## src/rtl/seqgen_pkg.sv

```systemverilog
// Shared types and constants for the seqgen framed serial generator.
package seqgen_pkg;

    typedef enum logic [2:0] {IDLE, PRE, DATA, PAR, GAP} state_t;

    localparam logic [4:0] PREAMBLE = 5'b11010;
    localparam int         PRE_LEN  = 5;
    localparam int         CNT_W    = 6;

    // Preamble is sent from bit PRE_LEN-1 down to bit 0.
    function automatic logic pre_bit(input logic [CNT_W-1:0] idx);
        logic b;
        b = 1'b0;
        for (int i = 0; i < PRE_LEN; i++) begin
            if (idx == CNT_W'(i)) b = PREAMBLE[i];
        end
        return b;
    endfunction

endpackage

```

## src/rtl/seqgen_bitcnt.sv

```systemverilog
// Loadable down-counter with a terminal-count flag; times the preamble, payload and gap phases.
module seqgen_bitcnt
    import seqgen_pkg::*;
(
    input  logic             clk,
    input  logic             rst,
    input  logic             load,
    input  logic [CNT_W-1:0] load_val,
    input  logic             dec,
    output logic [CNT_W-1:0] count,
    output logic             tc
);

    always_ff @(posedge clk) begin
        if (!rst) begin
            count <= '0;
        end else if (load) begin
            count <= load_val;
        end else if (dec) begin
            count <= count - CNT_W'(1);
        end
    end

    assign tc = (count == '0);

endmodule

```

## src/rtl/seqgen.sv

```systemverilog
// Serial frame generator: preamble 11010, payload MSB first, optional even parity, then idle gap.
module seqgen
    import seqgen_pkg::*;
#(
    parameter int DATA_W    = 8,
    parameter int PARITY_EN = 1,
    parameter int GAP_LEN   = 2
) (
    input  logic              clk,
    input  logic              rst,
    input  logic [DATA_W-1:0] in_data,
    input  logic              in_valid,
    output logic              in_ready,
    output logic              dout,
    output logic              dout_en,
    output logic              frame_done
);

    localparam logic [CNT_W-1:0] PRE_LOAD  = CNT_W'(PRE_LEN - 1);
    localparam logic [CNT_W-1:0] DATA_LOAD = CNT_W'(DATA_W - 1);
    localparam logic [CNT_W-1:0] GAP_LOAD  = CNT_W'((GAP_LEN > 0) ? GAP_LEN - 1 : 0);

    state_t            state, state_n;
    logic [DATA_W-1:0] shreg;
    logic              par;
    logic [CNT_W-1:0]  cnt, load_val;
    logic              cnt_load, cnt_dec, tc;
    logic              dout_n, dout_en_n, done_n, capture, shift;

    seqgen_bitcnt u_bitcnt (
        .clk      (clk),
        .rst      (rst),
        .load     (cnt_load),
        .load_val (load_val),
        .dec      (cnt_dec),
        .count    (cnt),
        .tc       (tc)
    );

    assign in_ready = rst && (state == IDLE);

    // Outputs are computed one cycle ahead so dout reflects the state it is registered into.
    always_comb begin
        state_n   = state;
        dout_n    = 1'b0;
        dout_en_n = 1'b0;
        done_n    = 1'b0;
        cnt_load  = 1'b0;
        cnt_dec   = 1'b0;
        load_val  = '0;
        capture   = 1'b0;
        shift     = 1'b0;
        case (state)
            IDLE: begin
                if (in_valid) begin
                    state_n   = PRE;
                    cnt_load  = 1'b1;
                    load_val  = PRE_LOAD;
                    capture   = 1'b1;
                    dout_n    = PREAMBLE[PRE_LEN-1];
                    dout_en_n = 1'b1;
                end
            end
            PRE: begin
                dout_en_n = 1'b1;
                if (!tc) begin
                    cnt_dec = 1'b1;
                    dout_n  = pre_bit(cnt - CNT_W'(1));
                end else begin
                    state_n  = DATA;
                    cnt_load = 1'b1;
                    load_val = DATA_LOAD;
                    dout_n   = shreg[DATA_W-1];
                    shift    = 1'b1;
                end
            end
            DATA: begin
                if (!tc) begin
                    cnt_dec   = 1'b1;
                    dout_n    = shreg[DATA_W-1];
                    dout_en_n = 1'b1;
                    shift     = 1'b1;
                end else if (PARITY_EN != 0) begin
                    state_n   = PAR;
                    dout_n    = par;
                    dout_en_n = 1'b1;
                end else begin
                    done_n = 1'b1;
                    if (GAP_LEN > 0) begin
                        state_n  = GAP;
                        cnt_load = 1'b1;
                        load_val = GAP_LOAD;
                    end else begin
                        state_n = IDLE;
                    end
                end
            end
            PAR: begin
                done_n = 1'b1;
                if (GAP_LEN > 0) begin
                    state_n  = GAP;
                    cnt_load = 1'b1;
                    load_val = GAP_LOAD;
                end else begin
                    state_n = IDLE;
                end
            end
            GAP: begin
                if (tc) state_n = IDLE;
                else    cnt_dec = 1'b1;
            end
            default: state_n = IDLE;
        endcase
    end

    always_ff @(posedge clk) begin
        if (!rst) state <= IDLE;
        else      state <= state_n;
    end

    // Parity is taken from the captured word so later in_data changes cannot leak into the frame.
    always_ff @(posedge clk) begin
        if (!rst) begin
            dout       <= 1'b0;
            dout_en    <= 1'b0;
            frame_done <= 1'b0;
            shreg      <= '0;
            par        <= 1'b0;
        end else begin
            dout       <= dout_n;
            dout_en    <= dout_en_n;
            frame_done <= done_n;
            if (capture) begin
                shreg <= in_data;
                par   <= ^in_data;
            end else if (shift) begin
                shreg <= {shreg[DATA_W-2:0], 1'b0};
            end
        end
    end

endmodule
```

## config.mk

```make
export PLATFORM = sky130hd
export DESIGN_NAME = seqgen
export DESIGN_NICKNAME = d
export VERILOG_FILES = /design/src/rtl/seqgen_pkg.sv /design/src/rtl/seqgen_bitcnt.sv /design/src/rtl/seqgen.sv
export SDC_FILE = /design/constraint.sdc
export NUM_CORES = 1
export LEC_CHECK = 0
export ABC_AREA = 1
export CORE_ASPECT_RATIO = 1.5
export CORE_MARGIN = 2
export CORE_UTILIZATION = 50
export DETAILED_ROUTE_END_ITERATION = 10
export PLACE_DENSITY = 0.72
export SKIP_LAST_GASP = 1
export SLEW_MARGIN = 20
export SYNTH_ARGS = -nofsm -noshare
export SYNTH_HDL_FRONTEND = slang
export SYNTH_SLANG_ARGS = --single-unit
```

## constraint.sdc

```tcl
create_clock -name clk -period 2 [get_ports clk]
set_clock_uncertainty 0.05 [all_clocks]
set_input_delay 0.3 -clock clk [delete_from_list [all_inputs] [get_ports clk]]
set_output_delay 0.3 -clock clk [all_outputs]
set_load 0.005 [all_outputs]
```

==> results.md <==
* Outcome: finished, final reports clean
* Vias after detailed routing at ~1400
* Critical path destination: in_ready
* Final cycle utilization of the critical path at between 90 and 100%
* Port bufs at 14
* Worst Setup Path Type: flip-flop to output pin
* Wire length of the first global-routing pass at between 5 and 6 mm
* CP startpoint kind: flip-flop
* Vertical die dimension at 68.0 um
* Number of optimization iterations in the first detailed-route pass at 4
* Total count of hold-check failures in the final report at 0
* Growth of design area from synthesis to finish at 19.4%
* Overall global routing resource usage at 23.5%
* Maximum level of the CTS H-tree at 1
* TritonCTS Buffers at 3
* Area enclosed by the die boundary at 3180 um2
* Clock latency reported for the late side of the worst-skew pair at 270 ps
* Data required, critical path at around 1700 ps
* Final Setup Violations at 0
* Setup slack of the critical path after layout at around 130 ps
* Seq cells post-synth at 21
* Number of nets in the synthesized netlist at 230
* Maximum vdd drop at around 0.71 mV
* Dominant delay contributor by cell family on the critical path: buffers and inverters
* Worst Tran Pin Value at around 260 ps
* Max-slew violations at 0
* Top-level I/O count at 15
* Core footprint at roughly 2600 um2
* ANT nets after route at 0
* Count of mapped cells out of synthesis at 214
* Static leakage at 0.810 nW
* Class of the tightest hold or removal check: flip-flop to flip-flop
* Count of unique library cells instantiated by Yosys at 26
* Post-Route WL at between 3 and 4 mm
* Largest net degree at the start of global routing at 16
* Post-CTS Setup Bufs at 0
* Worst r2r dst: shreg[7]
* Initial antenna violation count at 0
* Critical Path Sink Type: output pin
* Most common library cell in the layout ignoring fill and taps: sky130_fd_sc_hd__nand2_1
* Number of global-route vias before repair at ~1300
* Overflow left after global routing at 0
* Crit. Startpoint: state[2]
* Worst hold-check slack at ~410 ps
* Slowest stage cell, crit path: sky130_fd_sc_hd__clkdlybuf4s50_1
* Post-route core utilization at 61.6%
* Drt first-iter violations at between 40 and 50
* Clk sinks at 21
* Number of buffers inserted for hold repair after clock tree synthesis at 0
* Yosys Warn Count at 0
* Worst setup slack before clock tree synthesis at 180 ps
* Startpoint of the worst-slack reg-to-reg timing path: u_bitcnt.count[1]
* Data arrival time of the critical path at 1520 ps
* Post-cts resize count at 0
* Count of inserted antenna diode cells at 0
* Post-Route Setup TNS at 0 ps
* Post-route DRC violation count at 0
* Number of maximum-capacitance constraint violations at 0
* Sequential fraction of the synthesis area at 30.8%
* Initial Utilization at about half
* Slew HR at between 80% and 90%
* Critical Path Fanout Max at 4
* Area of the mapped netlist at ~1400 um2
* Routed wirelength normalized by instance count at 11.4 um
* Clock buffer depth at 2
* Ratio of cells with drive above 1 in the final layout at ~11%
* Post-DP HPWL at between 2 and 3 mm
* Reg2reg path depth at 8
* Cell chosen for the clock root: sky130_fd_sc_hd__clkbuf_8
* Logic depth of the worst path, buffers included at 4
* Slack of the worst reg-to-reg path at ~290 ps
* Via density per instance at 4.95
* Placed Cells at 269
* Shortest period the worst path allows at 1870 ps
* Max frequency at approximately 540 MHz
* Setup repair after global routing missed its margin: no
* Total power density per cell area at roughly 1500 nW/um2
* CTS tree: done
* Highest cell delay on the worst timing path at 510 ps
* Overall die width at 46.7 um
* Post-synthesis average cell area at 6.38 um2
* Buffers plus inverters on the worst setup path at 1
* Clock-pin transition on the worst setup and hold timing paths at approximately 80 ps
* Series of cell instances along the critical path: nor2_2 > nand2_1 > nor2_1 > clkdlybuf4s50_1
* Post-route insts no fill at 273
* Weighted congestion at the end of routability-driven global placement at around 0.8
* Number of nets in the layout at around 250
* Commonest non-fill, non-tap cells in the layout: sky130_fd_sc_hd__nand2_1, sky130_fd_sc_hd__nor2_1, sky130_fd_sc_hd__inv_1
* Site Rows at 23
Yosys cell counts:
| library cell | count | area, um2 |
|---|---|---|
| sky130_fd_sc_hd__nand3_1 | 12 | 60.1 |
| sky130_fd_sc_hd__nand4_1 | 4 | 25.0 |
| sky130_fd_sc_hd__inv_1 | 22 | 82.6 |
| sky130_fd_sc_hd__a31oi_1 | 2 | 12.5 |
| sky130_fd_sc_hd__buf_6 | 1 | 11.3 |
| sky130_fd_sc_hd__clkbuf_1 | 1 | 3.75 |
| sky130_fd_sc_hd__inv_2 | 3 | 11.3 |
| sky130_fd_sc_hd__or2_2 | 1 | 6.26 |
| sky130_fd_sc_hd__nor2_2 | 4 | 25.0 |
| sky130_fd_sc_hd__nor2_4 | 1 | 11.3 |
| sky130_fd_sc_hd__o21bai_1 | 2 | 15.0 |
| sky130_fd_sc_hd__xor2_1 | 4 | 35.0 |
| sky130_fd_sc_hd__nand3b_1 | 1 | 7.51 |
| sky130_fd_sc_hd__xnor2_1 | 4 | 35.0 |
| sky130_fd_sc_hd__o211ai_1 | 2 | 15.0 |
| sky130_fd_sc_hd__dfxtp_1 | 21 | 420 |
| sky130_fd_sc_hd__o21a_1 | 1 | 7.51 |
| sky130_fd_sc_hd__ha_1 | 5 | 62.6 |
| sky130_fd_sc_hd__a21oi_1 | 12 | 60.1 |
| sky130_fd_sc_hd__nand2_1 | 77 | 289 |
| sky130_fd_sc_hd__o21ai_0 | 2 | 10.0 |
| sky130_fd_sc_hd__nor2_8 | 1 | 20.0 |
| sky130_fd_sc_hd__nand2_2 | 4 | 25.0 |
| sky130_fd_sc_hd__nand3_2 | 2 | 20.0 |
| sky130_fd_sc_hd__nor2_1 | 24 | 90.1 |
| sky130_fd_sc_hd__buf_2 | 1 | 5.00 |
kinds of logic after synthesis:
kind of cell	synth area share, %
AO/OA/AOI/OAI	8.79
XOR/XNOR	5.13
adder cells (fa/ha/maj)	4.58
buffers and inverters	8.33
flip-flops	30.8
AND/OR/NAND/NOR	42.4
state kept, by name (all words and copies together) (netlist names):
register	flops
frame_done	1
shreg	8
par	1
state	3
u_bitcnt.count	6
dout_en	1
dout	1
routing by layer:
layer,share of wire [%],global-route usage (%),up-vias
met5,0,0,-
met4,2.0,8.68,0
met3,2.1,2.37,7
met2,57,47.2,20
met1,39,23.3,612
li1,-,-,712
worst reg2reg max path, delay by kind of cell (launching register included):
| kind | cells | cell delay, ps |
|---|---|---|
| AND/OR/NAND/NOR | 5 | 700 |
| AO/OA/AOI/OAI | 1 | 130 |
| adder cells (fa/ha/maj) | 1 | 290 |
| flip-flops | 1 | 350 |
| buffers and inverters | 1 | 130 |
through the flow:
stage / power [mW] / area [um2]
5_1_grt: 2.62 / 1630
3_5_place_dp: 2.10 / 1590
6_report: 2.38 / 1630
4_1_cts: 2.39 / 1630
3_3_place_gp: 2.05 / 1590
2_1_floorplan: 1.73 / 1370
worst min-delay path by stage:
stage	startpoint	end	slack [ps]	cells past startpoint
floorplan	rst	u_bitcnt.count[5]	370	2
global placement	shreg[1]	shreg[1]	400	2
detailed placement	shreg[2]	shreg[2]	400	2
CTS	shreg[2]	shreg[2]	410	2
global route	shreg[2]	shreg[2]	430	2
finish	shreg[4]	shreg[4]	410	2
power breakdown:
part / total [mW] / internal (mW) / switching, mW
combinational: 1.45 / 0.547 / 0.901
sequential: 0.641 / 0.546 / 0.0955
clock: 0.286 / 0.139 / 0.147
total: 2.38 / 1.23 / 1.14
layout make-up:
type	count	area, um2
sequential	21	420
clock inverter	1	5.00
timing repair buffer	21	193
inverter	25	93.8
clock buffer	3	41.3
fill	265	1020
multi-input combinational	165	832
tap	37	46.3
Note: power is estimated with default switching activity, not from simulation.
